`config.mk`:
```
export PLATFORM = sky130hd
export DESIGN_NAME = instruction_loader
export DESIGN_NICKNAME = d
export VERILOG_FILES = /design/src/rtl/instruction_loader.sv
export SDC_FILE = /design/constraint.sdc
export NUM_CORES = 1
export LEC_CHECK = 0
export CELL_PAD_IN_SITES_DETAIL_PLACEMENT = 0
export CELL_PAD_IN_SITES_GLOBAL_PLACEMENT = 2
export CORE_ASPECT_RATIO = 0.6
export CORE_MARGIN = 2
export CORE_UTILIZATION = 29
export CTS_BUF_LIST = sky130_fd_sc_hd__clkbuf_8
export DETAILED_ROUTE_END_ITERATION = 16
export GPL_TIMING_DRIVEN = 0
export PLACE_DENSITY_LB_ADDON = 0.1
export SLEW_MARGIN = 25
export SYNTH_ARGS = -nofsm -noshare
export SYNTH_HDL_FRONTEND = slang
export SYNTH_SLANG_ARGS = --single-unit
```
`constraint.sdc`:
```
create_clock -name clock -period 7.8 [get_ports clock]
set_input_delay 0.78 -clock clock [delete_from_list [all_inputs] [get_ports clock]]
set_output_delay 0.78 -clock clock [all_outputs]
set_load 0.02 [all_outputs]
```
`src/rtl/instruction_loader.sv`:
```
// instruction_loader
//   Byte-stream program loader that owns the write side of the instruction memory.
//   The stream carries a 2-byte little-endian word count N followed by 4*N little-endian
//   instruction bytes. Each completed word is written to memory with a one-cycle strobe.
//   The core is held in reset while a load is in progress or has failed.
//
//   Optional feature: define CHECKSUM_EN to require one trailing byte equal to the XOR of
//   all data bytes (0x00 when N==0). A match ends in DONE and a mismatch ends in ERR.
//
// Ports
//   clock      in   1   rising-edge clock
//   reset      in   1   asynchronous, active-high
//   start      in   1   begin a load (honoured in IDLE, DONE, ERR)
//   byteValid  in   1   byteData is valid
//   byteData   in   8   stream byte
//   byteReady  out  1   loader accepts a byte this cycle
//   imemWrite  out  1   one-cycle instruction memory write strobe
//   imemAddr   out  32  write byte address (BASE_ADDR + 4*k)
//   imemData   out  32  assembled instruction word
//   coreReset  out  1   hold the datapath in reset
//   done       out  1   load completed successfully
//   error      out  1   load aborted
module instruction_loader #(
    parameter logic [31:0] BASE_ADDR = 32'h0000_0000,
    parameter int unsigned MAX_WORDS = 256
) (
    input  logic        clock,
    input  logic        reset,
    input  logic        start,
    input  logic        byteValid,
    input  logic [7:0]  byteData,
    output logic        byteReady,
    output logic        imemWrite,
    output logic [31:0] imemAddr,
    output logic [31:0] imemData,
    output logic        coreReset,
    output logic        done,
    output logic        error
);

    typedef enum logic [2:0] {
        StIdle,
        StHdr0,
        StHdr1,
        StData,
        StWrite,
        StDone,
`ifdef CHECKSUM_EN
        StCsum,
`endif
        StErr
    } state_e;

    state_e      state_q;
    logic [15:0] count_q;     // word count N from the header
    logic [15:0] words_q;     // words completed so far
    logic [1:0]  byte_idx_q;  // byte position within the current word
    logic [23:0] asm_q;       // lower three bytes of the word being assembled
`ifdef CHECKSUM_EN
    logic [7:0]  csum_q;
`endif

    logic        xfer;
    logic [15:0] hdr_n;
    logic        hdr_too_big;

    assign xfer        = byteValid & byteReady;
    assign hdr_n       = {byteData, count_q[7:0]};
    assign hdr_too_big = {16'h0000, hdr_n} > MAX_WORDS;

    always_ff @(posedge clock or posedge reset) begin
        if (reset) begin
            state_q    <= StIdle;
            count_q    <= '0;
            words_q    <= '0;
            byte_idx_q <= '0;
            asm_q      <= '0;
`ifdef CHECKSUM_EN
            csum_q     <= '0;
`endif
            byteReady  <= 1'b0;
            imemWrite  <= 1'b0;
            imemAddr   <= BASE_ADDR;
            imemData   <= '0;
            coreReset  <= 1'b0;
            done       <= 1'b0;
            error      <= 1'b0;
        end else begin
            imemWrite <= 1'b0;
            case (state_q)
                StIdle, StDone, StErr: begin
                    // byteReady is low here, so a byte offered alongside start is not taken
                    if (start) begin
                        state_q    <= StHdr0;
                        count_q    <= '0;
                        words_q    <= '0;
                        byte_idx_q <= '0;
                        asm_q      <= '0;
`ifdef CHECKSUM_EN
                        csum_q     <= '0;
`endif
                        imemAddr   <= BASE_ADDR;
                        byteReady  <= 1'b1;
                        coreReset  <= 1'b1;
                        done       <= 1'b0;
                        error      <= 1'b0;
                    end
                end
                StHdr0: begin
                    if (xfer) begin
                        count_q[7:0] <= byteData;
                        state_q      <= StHdr1;
                    end
                end
                StHdr1: begin
                    if (xfer) begin
                        count_q <= hdr_n;
                        if (hdr_too_big) begin
                            state_q   <= StErr;
                            byteReady <= 1'b0;
                            error     <= 1'b1;
                        end else if (hdr_n == 16'd0) begin
`ifdef CHECKSUM_EN
                            state_q   <= StCsum;
`else
                            state_q   <= StDone;
                            byteReady <= 1'b0;
                            coreReset <= 1'b0;
                            done      <= 1'b1;
`endif
                        end else begin
                            state_q <= StData;
                        end
                    end
                end
                StData: begin
                    if (xfer) begin
`ifdef CHECKSUM_EN
                        csum_q <= csum_q ^ byteData;
`endif
                        byte_idx_q <= byte_idx_q + 2'd1;
                        if (byte_idx_q == 2'd3) begin
                            imemData  <= {byteData, asm_q};
                            imemWrite <= 1'b1;
                            words_q   <= words_q + 16'd1;
                            byteReady <= 1'b0;
                            state_q   <= StWrite;
                        end else begin
                            asm_q[8*byte_idx_q +: 8] <= byteData;
                        end
                    end
                end
                StWrite: begin
                    // Address advances after the strobe cycle so it matches the word just written
                    imemAddr <= imemAddr + 32'd4;
                    if (words_q == count_q) begin
`ifdef CHECKSUM_EN
                        state_q   <= StCsum;
                        byteReady <= 1'b1;
`else
                        state_q   <= StDone;
                        coreReset <= 1'b0;
                        done      <= 1'b1;
`endif
                    end else begin
                        state_q   <= StData;
                        byteReady <= 1'b1;
                    end
                end
`ifdef CHECKSUM_EN
                StCsum: begin
                    if (xfer) begin
                        byteReady <= 1'b0;
                        if (byteData == csum_q) begin
                            state_q   <= StDone;
                            coreReset <= 1'b0;
                            done      <= 1'b1;
                        end else begin
                            state_q <= StErr;
                            error   <= 1'b1;
                        end
                    end
                end
`endif
                default: begin
                    state_q   <= StIdle;
                    byteReady <= 1'b0;
                    coreReset <= 1'b0;
                end
            endcase
        end
    end

endmodule
```
==> results of run 1 <==
==> sequential cells by signal, indices dropped and copies added, names as in the netlist, 2 cells and up <==
name	flops
count_q	16
state_q	3
byte_idx_q	2
imemData	32
words_q	16
asm_q	24
imemAddr	30
==> layout by cell type, fill, tap and decap left out, types with 4 or more instances in the layout <==
cell               n
nand2_1          133
dfrtp_1          128
clkdlybuf4s50_1   77
o21ai_0           54
inv_1             47
mux2i_1           35
nand3_1           32
xnor2_1           23
clkbuf_8          19
nor2_1            18
clkbuf_1          18
a21oi_1           17
nand4_1           16
o31ai_1           14
o211ai_1          12
and3_1             9
o21ai_1            8
buf_2              6
xor2_1             6
nor3_1             6
ha_1               6
clkinv_2           5
and4_1             4
or3_1              4
==> routing by layer <==
| layer | vias up | share of wire (%) | global-route usage, % |
|---|---|---|---|
| li1 | 2455 | - | - |
| met1 | 2543 | 55 | 27.2 |
| met2 | 116 | 39 | 20.8 |
| met3 | 10 | 4.9 | 4.07 |
| met4 | 0 | 0.95 | 4.77 |
| met5 | - | 0 | 0 |
==> how the worst max path moves through the flow <==
stage | startpoint | endpoint | cells after the start
final | byteValid | imemData[0]$_DFFE_PP0P_ | 6
after global placement | reset | coreReset$_DFFE_PP0P_ | 2
after floorplan | reset | asm_q[0]$_DFFE_PP0P_ | 1
after global routing | byteValid | imemData[0]$_DFFE_PP0P_ | 6
after detailed placement | byteValid | imemData[0]$_DFFE_PP0P_ | 6
after CTS | byteValid | imemData[0]$_DFFE_PP0P_ | 6
==> cell type report <==
type / instances / area (sq um)
clock inverter: 11 / 77.6
buffer: 29 / 124
tap: 279 / 349
clock buffer: 19 / 262
inverter: 45 / 176
fill: 2124 / 13300
sequential: 128 / 3200
timing repair buffer: 78 / 798
multi-input combinational: 452 / 2720
==> worst max-delay path: stages <==
cell	delay, ps
clkdlybuf4s50_1	510
and3b_1	320
nand2_1	330
clkbuf_1	450
clkbuf_1	560
o21ai_0	160
==> power by group through the flow <==
stage | combinational (mW) | sequential, mW | clock [mW]
2_1_floorplan | 0.488 | 0.858 | 0
3_3_place_gp | 0.745 | 0.846 | 0
3_5_place_dp | 0.748 | 0.847 | 0
4_1_cts | 0.752 | 0.836 | 0.537
5_1_grt | 0.826 | 0.849 | 0.566
6_report | 0.752 | 0.835 | 0.516
==> logic make-up (layout without fill, tap and decap cells) <==
| group | after synthesis | count (layout) | synth area share, % |
|---|---|---|---|
| AOI/OAI and AO/OA | 126 | 126 | 12.4 |
| other | 1 | 2 | 0.0604 |
| DFF | 128 | 128 | 51.6 |
| xor gates and xnor gates | 29 | 29 | 4.09 |
| muxes | 35 | 35 | 5.65 |
| adders and majority gates | 6 | 6 | 1.21 |
| buffers and inverters | 74 | 182 | 4.72 |
| and+or+nand+nor | 254 | 254 | 20.2 |
==> per-stage QoR <==
step           power, mW  setup slack (ps)  std cells  hold WS (ps)
3_5_place_dp        1.59              4540       1011           471
4_1_cts             2.13              5030       1041           486
6_report            2.10              4980       1041           480
3_3_place_gp        1.59              1390       1010           465
5_1_grt             2.24              4840       1041           515
2_1_floorplan       1.35              3610        654           484
==> results.txt, run 1 <==
Status -> finished, final reports clean
RSZ-0062 raised after global routing -> false
CP Max Fanout -> 10
Final Hold Viols -> 0
Critical R2R Capture -> imemData[0]$_DFFE_PP0P_
HP Class -> register to register
Largest net degree at the start of global routing -> 86
H-tree depth -> 4
DR WL/cell -> 17.4 um
Seq/Total Area, Yosys -> 51.6%
HPWL Detailed -> 13.2 mm
Slew Limit Headroom -> 40.3%
Die area -> 0.0226 sq mm
Top cells by count, synth -> nand2_1 (133), dfrtp_1 (128), o21ai_0 (54)
Net Sw Power -> 0.798 mW
Via/cell ratio -> 4.92
Total wire length -> 18.1 mm
Clock-pin slew on the worst setup and hold paths -> 70 ps
GRT overflow -> 0
Period utilization -> 36.2%
Final worst path period need -> 2820 ps
Drt first pass iters -> 5
Layout cells sized above 1 -> 6.96%
1st-iter DRT viols -> 320
Max clock buf depth -> 2
WS Path Type -> input pin to register
Lkg Pwr -> 3.21 nW
Comb power frac -> 35.8%
Gp weighted congestion -> 0.840
Setup_tns -> 0 ps
Pwr dens -> 273 mW/mm^2
Cell variety after synth -> 59
Sw frac -> 37.9%
Yosys reg bits -> 128
Total GRT Usage -> 16.6%
WHS Path Cells -> 2
Post-Syn Area -> 0.00620 sq mm
Crit path DAT -> 3120 ps
Top post-synthesis cells by area -> dfrtp_1 (52%), nand2_1 (8.0%), mux2i_1 (5.6%)
FFs w/ async S/R, synth -> 100%
EDFF count, synth -> 0
R2R cell count -> 6
Worst Hold Path EP -> imemData[9]$_DFFE_PP0P_
Finished Core Util -> 36.7%
Synth area leader -> dfrtp_1
Die Height -> 117 um
IO Count -> 81
Part of the power in registers -> 39.7%
Worst-Margin Slew -> 889 ps
Setup bufs post-CTS -> 0
Reg-to-reg slack, setup -> 5220 ps
FMAX -> 354 MHz
Via count -> 5124
Num CTS Buffers -> 17
Synthesized area per cell -> 9.50 sq um
Yosys warning total -> 0
Clk pwr share -> 24.5%
Antenna Cells -> 0
Initial antenna violation count -> 0
Most frequent cell after synthesis -> nand2_1
Die width -> 193 um
Clock Skew -> 19.6 ps
Core Area -> 0.0210 sq mm
Final ANT Viol Nets -> 0
WP data required -> 8100 ps
VDD IR-drop max -> 0.133 mV
Setup crit end kind -> register
Hold_sp -> imemData[9]$_DFFE_PP0P_
Startpoint Class -> input pin
DRC violations left -> 0
Root buffer cell -> clkbuf_8
CTS Sinks -> 128
Post-synthesis cell count -> 653
Vias in the first global route -> 4874
Hold-fix buffers at CTS -> 0
CTS resizes -> 0
Max-slew violations -> 0
Placed cell area -> 0.00736 sq mm
# rows -> 41
First-pass GRT wire length -> 28.4 mm
Worst r2r src -> byte_idx_q[0]$_DFFE_PP0P_
# port buffers -> 77
Final instance area -> 0.00771 sq mm
Worst skew pair latency -> 450 ps
CTS tree -> done
Int Pwr -> 1.31 mW
Top cell type's share of synthesized area -> 51.6%
# nets final -> 769
Starting Density -> 29.6%
Area grow syn2layout -> 24.2%
# setup viols final -> 0
MaxCap Viol Count -> 0
Ys flop type -> dfrtp_1
Power figures use the tool's default switching activity.
==> inputs of run 2 (changes only) <==
==> constraint.sdc (replaced) <==
create_clock -name clock -period 2.9 [get_ports clock]
set_input_delay 0.29 -clock clock [delete_from_list [all_inputs] [get_ports clock]]
set_output_delay 0.29 -clock clock [all_outputs]
set_load 0.02 [all_outputs]
==> run 2 against run 1 <==
First-iteration DRC count shrank 2.2%. Sequential power grew to 2.7 times the previous value. Total power grew to 2.8 times the previous value. Routed wire length grew 0.70%. Worst hold slack lost 340 ps. Die area is the same. Setup slack lost 4700 ps. Global-route usage grew 0.39 points. Critical path depth is the same. Sequential share of layout area shrank 0.68 points. Utilization grew 0.61 points. Largest cell class unchanged.
==> results.txt, run 2 (synthesized netlist as in run 1, its figures left out) <==
Status -> finished, final reports clean
Via count -> 5081
CP most frequent cell -> clkbuf_1
Starting Density -> 29.6%
Pre-CTS worst setup slack -> 40.5 ps
Max clock buf depth -> 2
RSZ-0062 raised after global routing -> false
Gp weighted congestion -> 0.840
Setup_tns -> 0 ps
Pwr dens -> 744 mW/mm^2
First-pass GRT wire length -> 29.1 mm
# nets final -> 773
HP Class -> input pin to asynchronous set/reset pin
Slowest cell on the critical path -> clkbuf_1
Hold-fix buffers at CTS -> 0
Worst-Margin Slew -> 963 ps
HPWL Detailed -> 13.4 mm
Filler cell count in the final layout -> 2127
Register name with the most flops -> imemData
Area grow syn2layout -> 26.3%
Part of the power in registers -> 38.4%
IO Count -> 81
Period utilization -> 91.7%
Via/cell ratio -> 4.86
Slew Limit Headroom -> 35.3%
Clock Skew -> 12.3 ps
Layout cells sized above 1 -> 7.56%
GRT overflow -> 0
Setup crit end kind -> register
Startpoint Class -> register
Layout Cells excl Fill -> 1046
Worst skew pair latency -> 450 ps
MaxCap Viol Count -> 0
Total wire length -> 18.3 mm
DR WL/cell -> 17.5 um
Crit path buffers/inverters -> 2
Initial antenna violation count -> 0
Smallest hold slack -> 144 ps
1st-iter DRT viols -> 313
# rows -> 41
Final WS setup -> 240 ps
Finished Core Util -> 37.3%
Max-slew violations -> 0
CTS tree -> done
Vias in the first global route -> 4919
CTS Sinks -> 128
Clk pwr share -> 26.3%
Final worst path period need -> 2660 ps
Antenna Cells -> 0
Top flop regs -> imemData x32, imemAddr x30, asm_q x24
Largest net degree at the start of global routing -> 30
Commonest cells after routing, fill and taps aside -> nand2_1 (133), dfrtp_1 (128), clkdlybuf4s50_1 (77)
WS Path Type -> register to register
Stages on worst setup path -> 6
CP Max Fanout -> 10
Die Height -> 117 um
Placed cell area -> 0.00745 sq mm
Core Area -> 0.0210 sq mm
# port buffers -> 77
Critical path, cell by cell -> ha_1 -> and3_1 -> nand2_1 -> clkbuf_1 -> clkbuf_1 -> o21ai_0
Die area -> 0.0226 sq mm
Clock-pin slew on the worst setup and hold paths -> 70 ps
CP delay by family, top -> buffers and inverters
Sw frac -> 37.1%
R2R cell count -> 6
Post-Place Cells -> 1015
Lkg Pwr -> 3.27 nW
Final Hold Viols -> 0
H-tree depth -> 4
Num CTS Buffers -> 17
Commonest non-fill, non-tap cell in the layout -> nand2_1
Net Sw Power -> 2.16 mW
Int Pwr -> 3.66 mW
DRC violations left -> 0
Final instance area -> 0.00784 sq mm
Crit path DAT -> 2960 ps
WP data required -> 3200 ps
FMAX -> 376 MHz
Largest register FFs -> 32
Comb power frac -> 35.3%
Final ANT Viol Nets -> 0
# setup viols final -> 0
CTS resizes -> 0
VDD IR-drop max -> 0.307 mV
Die width -> 193 um
Root buffer cell -> clkbuf_8
Setup bufs post-CTS -> 0
Largest stage delay, worst path -> 530 ps
Pwr Total -> 5.83 mW
Drt first pass iters -> 4
Total GRT Usage -> 17.0%
==> run 2: cell types whose count changed in the layout (fill, tap and decap cells not counted), sizes merged <==
cell and change:
buf +4, bufinv +1, clkbuf +2, inv -1
clkinv -1
==> run 2: path summary, 6_finish.rpt <==
kind / start / endpoint / slack, ps
min: reset / imemWrite$_DFF_PP0_ / 140
max: byte_idx_q[0]$_DFFE_PP0P_ / imemData[0]$_DFFE_PP0P_ / 240
max in group asynchronous: reset / byteReady$_DFFE_PP0P_ / 1940
min in group clock: start / state_q[2]$_DFFE_PP0P_ / 370
min reg2reg: imemData[5]$_DFFE_PP0P_ / imemData[5]$_DFFE_PP0P_ / 480
max reg2reg: byte_idx_q[0]$_DFFE_PP0P_ / imemData[0]$_DFFE_PP0P_ / 240
==> run 2: final cells by class <==
class | count | area, sq um | area share [%]
buffer | 29 | 124 | 1.58
clock buffer | 21 | 289 | 3.69
sequential | 128 | 3200 | 40.9
timing repair buffer | 82 | 886 | 11.3
clock inverter | 10 | 95.1 | 1.21
inverter | 45 | 173 | 2.20
tap | 279 | 349 | 4.45
multi-input combinational | 452 | 2720 | 34.7
==> run 2: routing by layer <==
layer,part of all wire [%],global-route usage (%)
met1,57,28.6
met2,38,20.5
met3,4.3,4.25
met4,0.85,4.44
met5,0,0
==> run 2: power by group through the flow <==
stage / clock, mW / combinational (mW) / sequential, mW
final: 1.53 / 2.06 / 2.24
after global routing: 1.68 / 2.26 / 2.28
after CTS: 1.59 / 2.05 / 2.24
after detailed placement: 0 / 2.03 / 2.27
after global placement: 0 / 2.00 / 2.27
after floorplan: 0 / 1.31 / 2.31
